`config.mk`:
```
export PLATFORM = sky130hd
export DESIGN_NAME = sprite_queue_flat
export DESIGN_NICKNAME = d
export VERILOG_FILES = /design/src/rtl/sprite_queue_pkg.sv /design/src/rtl/sprite_queue_if.sv /design/src/rtl/sprite_queue_fifo.sv /design/src/rtl/sprite_queue.sv /design/src/flat_wrapper.sv
export SDC_FILE = /design/constraint.sdc
export NUM_CORES = 1
export LEC_CHECK = 0
export BUFFER_PORTS_ARGS = -buffer_cell sky130_fd_sc_hd__buf_2
export CORE_ASPECT_RATIO = 1.5
export CORE_UTILIZATION = 65
export DETAILED_ROUTE_END_ITERATION = 8
export PLACE_DENSITY_LB_ADDON = 0.3
export SETUP_SLACK_MARGIN = 0.4
export SLEW_MARGIN = 20
export SYNTH_ARGS = -nofsm -noshare
export SYNTH_HDL_FRONTEND = slang
export SYNTH_SLANG_ARGS = --single-unit
```
`constraint.sdc`:
```
create_clock -name clock -period 5.59 [get_ports clock]
set_input_delay 0.2795 -clock clock [delete_from_list [all_inputs] [get_ports clock]]
set_output_delay 0.2795 -clock clock [all_outputs]
set_load 0.01 [all_outputs]
```
`src/rtl/sprite_queue_pkg.sv`:
```
// sprite_pkg: shared types for the sprite draw queue.
//   sprite_entry_t : one queued draw command {id, x, y, scale}, 48 bits
//   OP_DRAW/OP_FLUSH : host opcodes
//   parser_state_t : command parser states
package sprite_pkg;

  typedef struct packed {
    logic [7:0]  id;
    logic [15:0] x;
    logic [15:0] y;
    logic [7:0]  scale;
  } sprite_entry_t;

  localparam logic [7:0] OP_DRAW  = 8'h01;
  localparam logic [7:0] OP_FLUSH = 8'h02;

  typedef enum logic [2:0] {
    ST_IDLE,
    ST_ID,
    ST_XH,
    ST_XL,
    ST_YH,
    ST_YL,
    ST_SC
  } parser_state_t;

endpackage

```
`src/rtl/sprite_queue_if.sv`:
```
// sprite_queue_if: host byte input plus FWFT dequeue interface of the sprite queue.
//   rx_data/rx_valid           : host command bytes (no backpressure)
//   sprite_queue_dequeue       : consumer pop pulse
//   sprite_queue_is_empty      : FIFO holds no entries
//   sprite_queue_sprite_*      : head entry fields
// master = byte source / consumer side, slave = sprite_queue.
interface sprite_queue_if;

  logic [7:0]  rx_data;
  logic        rx_valid;
  logic        sprite_queue_dequeue;
  logic        sprite_queue_is_empty;
  logic [7:0]  sprite_queue_sprite_id;
  logic [15:0] sprite_queue_sprite_x;
  logic [15:0] sprite_queue_sprite_y;
  logic [7:0]  sprite_queue_sprite_scale;

  modport master (
    output rx_data,
    output rx_valid,
    output sprite_queue_dequeue,
    input  sprite_queue_is_empty,
    input  sprite_queue_sprite_id,
    input  sprite_queue_sprite_x,
    input  sprite_queue_sprite_y,
    input  sprite_queue_sprite_scale
  );

  modport slave (
    input  rx_data,
    input  rx_valid,
    input  sprite_queue_dequeue,
    output sprite_queue_is_empty,
    output sprite_queue_sprite_id,
    output sprite_queue_sprite_x,
    output sprite_queue_sprite_y,
    output sprite_queue_sprite_scale
  );

endinterface

```
`src/rtl/sprite_queue_fifo.sv`:
```
// sprite_fifo: first-word-fall-through FIFO of sprite_entry_t.
//   i_clk, i_rst_n : clock, async active-low reset
//   i_push/i_push_data : write an entry (dropped when full unless a pop frees a slot)
//   i_pop          : advance head (ignored when empty)
//   i_flush        : clear pointers and count; wins over push/pop
//   o_head         : head entry, combinational; forced to zero while empty
//   o_count/o_full/o_empty : occupancy
module sprite_fifo
  import sprite_pkg::*;
#(
  parameter int unsigned DEPTH = 32
) (
  input  logic                   i_clk,
  input  logic                   i_rst_n,
  input  logic                   i_push,
  input  sprite_entry_t          i_push_data,
  input  logic                   i_pop,
  input  logic                   i_flush,
  output sprite_entry_t          o_head,
  output logic [$clog2(DEPTH):0] o_count,
  output logic                   o_full,
  output logic                   o_empty
);

  localparam int unsigned AW = $clog2(DEPTH);

  sprite_entry_t   r_mem [DEPTH];
  logic [AW-1:0]   r_wr_ptr;
  logic [AW-1:0]   r_rd_ptr;
  logic [AW:0]     r_count;
  logic            w_pop_ok;
  logic            w_push_ok;

  assign o_empty   = (r_count == '0);
  assign o_full    = (r_count == (AW+1)'(DEPTH));
  assign w_pop_ok  = i_pop && !o_empty && !i_flush;
  // A same-edge pop frees the slot the push needs, so full only blocks a lone push.
  assign w_push_ok = i_push && !i_flush && (!o_full || w_pop_ok);

  always_ff @(posedge i_clk or negedge i_rst_n) begin
    if (!i_rst_n) begin
      r_wr_ptr <= '0;
      r_rd_ptr <= '0;
      r_count  <= '0;
    end else if (i_flush) begin
      r_wr_ptr <= '0;
      r_rd_ptr <= '0;
      r_count  <= '0;
    end else begin
      if (w_push_ok) r_wr_ptr <= r_wr_ptr + 1'b1;
      if (w_pop_ok)  r_rd_ptr <= r_rd_ptr + 1'b1;
      case ({w_push_ok, w_pop_ok})
        2'b10:   r_count <= r_count + 1'b1;
        2'b01:   r_count <= r_count - 1'b1;
        default: r_count <= r_count;
      endcase
    end
  end

  always_ff @(posedge i_clk) begin
    if (w_push_ok) r_mem[r_wr_ptr] <= i_push_data;
  end

  assign o_head  = o_empty ? '0 : r_mem[r_rd_ptr];
  assign o_count = r_count;

endmodule

```
`src/rtl/sprite_queue.sv`:
```
// sprite_queue: parses host command bytes into sprite draw entries and buffers
// them in a FWFT FIFO for the sprite distributor.
//   clock, reset_n : clock, async active-low reset
//   bus (slave)    : rx_data/rx_valid in, dequeue in, is_empty and head fields out
//   count          : entries held (0..DEPTH)
//   busy           : parser mid-packet
//   overflow       : pulse, completed DRAW dropped because FIFO full
//   bad_dequeue    : pulse, dequeue while empty
// Packets: 0x01 id xh xl yh yl scale (DRAW), 0x02 (FLUSH); other opcodes ignored.
// Optional macro SPRITE_QUEUE_TIMEOUT_EN: abort a partial packet after RX_TIMEOUT
// idle cycles; when undefined the parser waits indefinitely.
module sprite_queue
  import sprite_pkg::*;
#(
  parameter int unsigned DEPTH = 32
`ifdef SPRITE_QUEUE_TIMEOUT_EN
  ,
  parameter int unsigned RX_TIMEOUT = 1024
`endif
) (
  input  logic                   clock,
  input  logic                   reset_n,
  sprite_queue_if.slave          bus,
  output logic [$clog2(DEPTH):0] count,
  output logic                   busy,
  output logic                   overflow,
  output logic                   bad_dequeue
);

  parser_state_t r_state;
  parser_state_t w_state_nxt;
  logic [7:0]    r_stage_id;
  logic [15:0]   r_stage_x;
  logic [15:0]   r_stage_y;
  logic          w_push;
  logic          w_flush;
  logic          w_timeout;
  sprite_entry_t w_push_data;
  sprite_entry_t w_head;
  logic [$clog2(DEPTH):0] w_count;
  logic          w_full;
  logic          w_empty;
  logic          r_overflow;
  logic          r_bad_dequeue;

`ifdef SPRITE_QUEUE_TIMEOUT_EN
  localparam int unsigned TW = $clog2(RX_TIMEOUT + 1);
  logic [TW-1:0] r_idle_cnt;

  always_ff @(posedge clock or negedge reset_n) begin
    if (!reset_n)                               r_idle_cnt <= '0;
    else if (r_state == ST_IDLE || bus.rx_valid) r_idle_cnt <= '0;
    else                                        r_idle_cnt <= r_idle_cnt + 1'b1;
  end

  // Fires on the RX_TIMEOUT-th consecutive idle cycle of a partial packet.
  assign w_timeout = (r_state != ST_IDLE) && !bus.rx_valid &&
                     (r_idle_cnt == TW'(RX_TIMEOUT - 1));
`else
  assign w_timeout = 1'b0;
`endif

  always_ff @(posedge clock or negedge reset_n) begin
    if (!reset_n) r_state <= ST_IDLE;
    else          r_state <= w_state_nxt;
  end

  always_comb begin
    w_state_nxt = r_state;
    if (w_timeout) begin
      w_state_nxt = ST_IDLE;
    end else if (bus.rx_valid) begin
      unique case (r_state)
        ST_IDLE: if (bus.rx_data == OP_DRAW) w_state_nxt = ST_ID;
        ST_ID:   w_state_nxt = ST_XH;
        ST_XH:   w_state_nxt = ST_XL;
        ST_XL:   w_state_nxt = ST_YH;
        ST_YH:   w_state_nxt = ST_YL;
        ST_YL:   w_state_nxt = ST_SC;
        ST_SC:   w_state_nxt = ST_IDLE;
        default: w_state_nxt = ST_IDLE;
      endcase
    end
  end

  // FLUSH is only an opcode in IDLE; 0x02 inside a packet is data.
  always_comb begin
    busy    = (r_state != ST_IDLE);
    w_push  = bus.rx_valid && (r_state == ST_SC);
    w_flush = bus.rx_valid && (r_state == ST_IDLE) && (bus.rx_data == OP_FLUSH);
  end

  always_ff @(posedge clock or negedge reset_n) begin
    if (!reset_n) begin
      r_stage_id <= '0;
      r_stage_x  <= '0;
      r_stage_y  <= '0;
    end else if (w_timeout) begin
      r_stage_id <= '0;
      r_stage_x  <= '0;
      r_stage_y  <= '0;
    end else if (bus.rx_valid) begin
      case (r_state)
        ST_ID:   r_stage_id      <= bus.rx_data;
        ST_XH:   r_stage_x[15:8] <= bus.rx_data;
        ST_XL:   r_stage_x[7:0]  <= bus.rx_data;
        ST_YH:   r_stage_y[15:8] <= bus.rx_data;
        ST_YL:   r_stage_y[7:0]  <= bus.rx_data;
        default: ;
      endcase
    end
  end

  assign w_push_data = '{id: r_stage_id, x: r_stage_x, y: r_stage_y, scale: bus.rx_data};

  sprite_fifo #(
    .DEPTH (DEPTH)
  ) u_fifo (
    .i_clk       (clock),
    .i_rst_n     (reset_n),
    .i_push      (w_push),
    .i_push_data (w_push_data),
    .i_pop       (bus.sprite_queue_dequeue),
    .i_flush     (w_flush),
    .o_head      (w_head),
    .o_count     (w_count),
    .o_full      (w_full),
    .o_empty     (w_empty)
  );

  // A dequeue while full always pops, so it rescues a same-edge push.
  always_ff @(posedge clock or negedge reset_n) begin
    if (!reset_n) begin
      r_overflow    <= 1'b0;
      r_bad_dequeue <= 1'b0;
    end else begin
      r_overflow    <= w_push && w_full && !bus.sprite_queue_dequeue;
      r_bad_dequeue <= bus.sprite_queue_dequeue && w_empty && !w_flush;
    end
  end

  assign count                         = w_count;
  assign overflow                      = r_overflow;
  assign bad_dequeue                   = r_bad_dequeue;
  assign bus.sprite_queue_is_empty     = w_empty;
  assign bus.sprite_queue_sprite_id    = w_head.id;
  assign bus.sprite_queue_sprite_x     = w_head.x;
  assign bus.sprite_queue_sprite_y     = w_head.y;
  assign bus.sprite_queue_sprite_scale = w_head.scale;

endmodule
```
`src/flat_wrapper.sv`:
```
// flat-port wrapper written by rule: the top's interface ports become plain ports
module sprite_queue_flat import sprite_pkg::*;
#(
  parameter int unsigned DEPTH = 32

)
  (clock, reset_n, count, busy, overflow, bad_dequeue, bus_rx_data, bus_rx_valid, bus_sprite_queue_dequeue, bus_sprite_queue_is_empty, bus_sprite_queue_sprite_id, bus_sprite_queue_sprite_x, bus_sprite_queue_sprite_y, bus_sprite_queue_sprite_scale);
  sprite_queue_if bus_i ();
  input  logic clock;
  input  logic reset_n;
  output logic [$clog2(DEPTH):0] count;
  output logic busy;
  output logic overflow;
  output logic bad_dequeue;
  input wire logic [$bits(bus_i.rx_data)-1:0] bus_rx_data;
  input wire logic [$bits(bus_i.rx_valid)-1:0] bus_rx_valid;
  input wire logic [$bits(bus_i.sprite_queue_dequeue)-1:0] bus_sprite_queue_dequeue;
  output wire logic [$bits(bus_i.sprite_queue_is_empty)-1:0] bus_sprite_queue_is_empty;
  output wire logic [$bits(bus_i.sprite_queue_sprite_id)-1:0] bus_sprite_queue_sprite_id;
  output wire logic [$bits(bus_i.sprite_queue_sprite_x)-1:0] bus_sprite_queue_sprite_x;
  output wire logic [$bits(bus_i.sprite_queue_sprite_y)-1:0] bus_sprite_queue_sprite_y;
  output wire logic [$bits(bus_i.sprite_queue_sprite_scale)-1:0] bus_sprite_queue_sprite_scale;
  assign bus_i.rx_data = bus_rx_data;
  assign bus_i.rx_valid = bus_rx_valid;
  assign bus_i.sprite_queue_dequeue = bus_sprite_queue_dequeue;
  assign bus_sprite_queue_is_empty = bus_i.sprite_queue_is_empty;
  assign bus_sprite_queue_sprite_id = bus_i.sprite_queue_sprite_id;
  assign bus_sprite_queue_sprite_x = bus_i.sprite_queue_sprite_x;
  assign bus_sprite_queue_sprite_y = bus_i.sprite_queue_sprite_y;
  assign bus_sprite_queue_sprite_scale = bus_i.sprite_queue_sprite_scale;
  sprite_queue #(.DEPTH(DEPTH)) u_core (.clock(clock), .reset_n(reset_n), .bus(bus_i), .count(count), .busy(busy), .overflow(overflow), .bad_dequeue(bad_dequeue));
endmodule
```
==> impl_metrics.tcl <==
set metrics [dict create \
    status "completed" \
    r2r_slack_ps 1780 \
    rsz0062_at_grt "no" \
    reg2reg_from "u_core.u_fifo.o_count[0]" \
    layout-drive-gt1-share_pct 24.5 \
    htreeDepth 4 \
    ys_warn_count 0 \
    die_h_um 378 \
    areaGrowthSynthToFinish_pct 11.5 \
    dieArea_mm2 0.0954 \
    r2r-end "u_core.u_fifo.o_count[5]" \
    grt_start_max_net_pins 134 \
    antenna_cells 0 \
    ff2ff_path_depth 10 \
    synth_area_leader_cell "edfxtp_1" \
    synth_edf_count 1536 \
    maxSlewViolCount 0 \
    max_freq_ghz 0.215 \
    grt_pass1_wl_mm 220 \
    start_kind "flop" \
    critPathMaxFanout 14 \
    setup_tns_ps 0 \
    ys_seq_area_share_pct 77.9 \
    route.detailed.drc 0 \
    hold_path_end "u_core.u_fifo.r_mem[1][6]" \
    antenna_found_initial 4 \
    rows 137 \
    place.gp.congestion 0.849 \
    slew_headroom_pct 16.5 \
    yosys_most_used_dff "edfxtp_1" \
    min_path_cells 1 \
    synth_seq_cells 1597 \
    total_power_mw 34.8 \
    synth_nets 2864 \
    fin_nets 3016 \
    avgSynthCellArea_um2 21.5 \
    yosysTopAreaCellShare_pct 75.4 \
    fin_skew_ps 25.9 \
    io_pins 70 \
    fin_crit_sh_pct 83.1 \
    hold_viol_final 0 \
    core_region_area_mm2 0.0931 \
    path_class "flop to output pin" \
    ant_nets 0 \
    finalCriticalPeriod_ps 4650 \
    netlist_area_mm2 0.0612 \
    cp-end-kind "output pin" \
    cts_tree "done" \
    via_per_inst 7.25 \
    cp_data_required_time_ps 5310 \
    finalSetupViolations 0 \
    peakVddDrop_mv 0.469 \
    detail_route.wl_per_cell_um 35.2 \
    cts_buffer_depth 3 \
    vias 31615 \
    grt_usage_pct 33.1 \
    hpwlAfterDp_mm 83.5 \
    clock_sinks 1597 \
    grt_pass1_vias 32307 \
    max_cap_violations 0 \
    cts.clk_slew.worst_paths_ps 70 \
    pwr_density_cell_mw_per_mm2 511 \
    cts_root_buf "clkbuf_16" \
    grt_overflow 0 \
    ys_types 56 \
    cts.repair.resized 0 \
    layoutNonFillerInstCount 4359 \
    clkLatencyLatePin_ps 760 \
    start_util_pct 65.8 \
    cts_buffers 139 \
    syn-instance-count 2842 \
    dr.pass1.iters 8 \
    min-delay-path-class "input pin to flop" \
    synth-async-reset-ratio_pct 3.82 \
    placed_cells 4100 \
    p_leak_nw 22.2 \
    worstPathArrival_ps 4370 \
    synth.top_cells.by_area "edfxtp_1 75%, mux4_2 11%, mux2i_1 3.1%, dfrtp_1 2.5%, a22oi_1 1.0%" \
    drtIter0Drc 4682 \
    drt-total-wl_mm 153 \
    portBuffers 69 \
    die_x_um 253 \
    hold_start "bus_rx_data[6]" \
    worst_pin_slew_ps 1250 \
]
per-stage QoR:
stage                     util, %  setup slack, ps  cell area (um2)  hold slack [ps]
after floorplan                 -             1810            61200            -16.1
after global placement       68.0             1840            63300              459
after detailed placement     68.4             1800            63600              477
after CTS                    73.3             1020            68200             27.4
after global routing         73.3              931            68200             72.5
final                        73.3              944            68200             82.7
how the worst max path moves through the flow:
| stage | from | endpoint | slack, ps |
|---|---|---|---|
| 2_1_floorplan | u_core.r_state[0] | u_core.u_fifo.r_mem[31][0] | 1810 |
| 4_1_cts | u_core.u_fifo.r_rd_ptr[2] | bus_sprite_queue_sprite_id[6] | 1020 |
| 3_5_place_dp | bus_rx_data[5] | u_core.u_fifo.o_count[5] | 1800 |
| 3_3_place_gp | bus_rx_data[5] | u_core.u_fifo.o_count[5] | 1840 |
| 5_1_grt | u_core.u_fifo.r_rd_ptr[2] | bus_sprite_queue_sprite_id[6] | 930 |
| 6_report | u_core.u_fifo.r_rd_ptr[2] | bus_sprite_queue_sprite_id[6] | 940 |
layout make-up:
class                   instances  area, um2
fillers                      4848      24800
well taps                    1251       1570
inverters                       5       18.8
repair buffers                178       1630
clock buffers                 176       3790
flip-flops and latches       1597      47700
clock inverters                79        744
multi-input cells            1073      12800
synthesized netlist by cell type (all sizes together) (2+ instances only):
library cell / n
o21ai: 22
mux2: 40
ha: 9
or3b: 2
nor2: 45
a211oi: 38
nor2b: 3
dfrtp: 61
nand3b: 5
a21o: 40
o21bai: 2
o221ai: 49
nand4: 2
and3: 2
a21oi: 109
o22ai: 48
nor3: 6
edfxtp: 1536
or3: 5
nand4b: 4
nor3b: 3
inv: 5
mux4: 288
mux2i: 192
nand2: 19
buf: 101
nand3: 12
nor4: 2
a22o: 11
clkbuf: 66
a211o: 12
a31oi: 3
a22oi: 85
xor2: 5
cells in the final DEF (no fill, tap or decap), types with 12 or more instances in the layout:
cell type	instances
o21ai_0	13
nor2_1	12
nand2_1	19
clkinv_1	29
nor2_4	33
a21oi_1	109
a22oi_1	85
o221ai_1	49
a211oi_1	38
dfrtp_1	49
a211o_1	12
edfxtp_1	1536
bufinv_16	13
o22ai_1	48
buf_12	20
a21o_1	40
clkbuf_16	146
clkinv_2	21
mux4_2	288
buf_4	76
mux2i_1	192
mux2_2	40
buf_2	68
clkbuf_1	28
state kept, by name, indices dropped and copies added (netlist names):
name and count:
u_core.r_stage_id 8, u_core.r_stage_y 16, u_core.r_stage_x 16, u_core.overflow 1
u_core.u_fifo.r_rd_ptr 5, u_core.r_state 3, u_core.u_fifo.r_mem 1536, u_core.u_fifo.r_wr_ptr 5
u_core.bad_dequeue 1, u_core.u_fifo.o_count 6
critical path, cell delays in order (launching register included):
cell and delay (ps):
dfrtp_1 770, nand3b_1 970, buf_4 560, o221ai_1 260, a21oi_1 70, a21o_1 210, a21oi_1 520, buf_2 250
kinds of logic (layout without fill, tap and decap cells):
| family | count (synthesis) | count (layout) | share of synthesized area [%] |
|---|---|---|---|
| adder cells (fa/ha/maj) | 10 | 10 | 0.217 |
| AND/OR/NAND/NOR | 115 | 115 | 1.01 |
| buffers and inverters | 172 | 438 | 1.65 |
| AO/OA/AOI/OAI | 422 | 422 | 4.71 |
| flip-flops | 1597 | 1597 | 77.9 |
| multiplexers | 520 | 520 | 14.5 |
| XOR/XNOR | 6 | 6 | 0.0859 |
report_power, final:
part | leakage [nW] | internal (mW) | total [mW] | switching (mW)
combinational | 5.42 | 3.72 | 8.96 | 5.24
sequential | 14.6 | 14.8 | 16.2 | 1.46
clock | 2.21 | 5.42 | 9.64 | 4.23
total | 22.2 | 23.9 | 34.8 | 10.9
per-layer routing:
layer	global-route usage, %	wire [um]	part of all wire, %
met5	0	26	0.017
met4	16.4	7870	5.1
met3	6.70	16500	11
met2	54.1	77400	50
met1	42.8	51600	34
repair_timing:
| action | CTS | global route |
|---|---|---|
| setup buffers | 0 | 0 |
| endpoints found under the hold margin | 68 | 0 |
| hold buffers | 3 | 0 |
(Power assumes the default switching activity.)
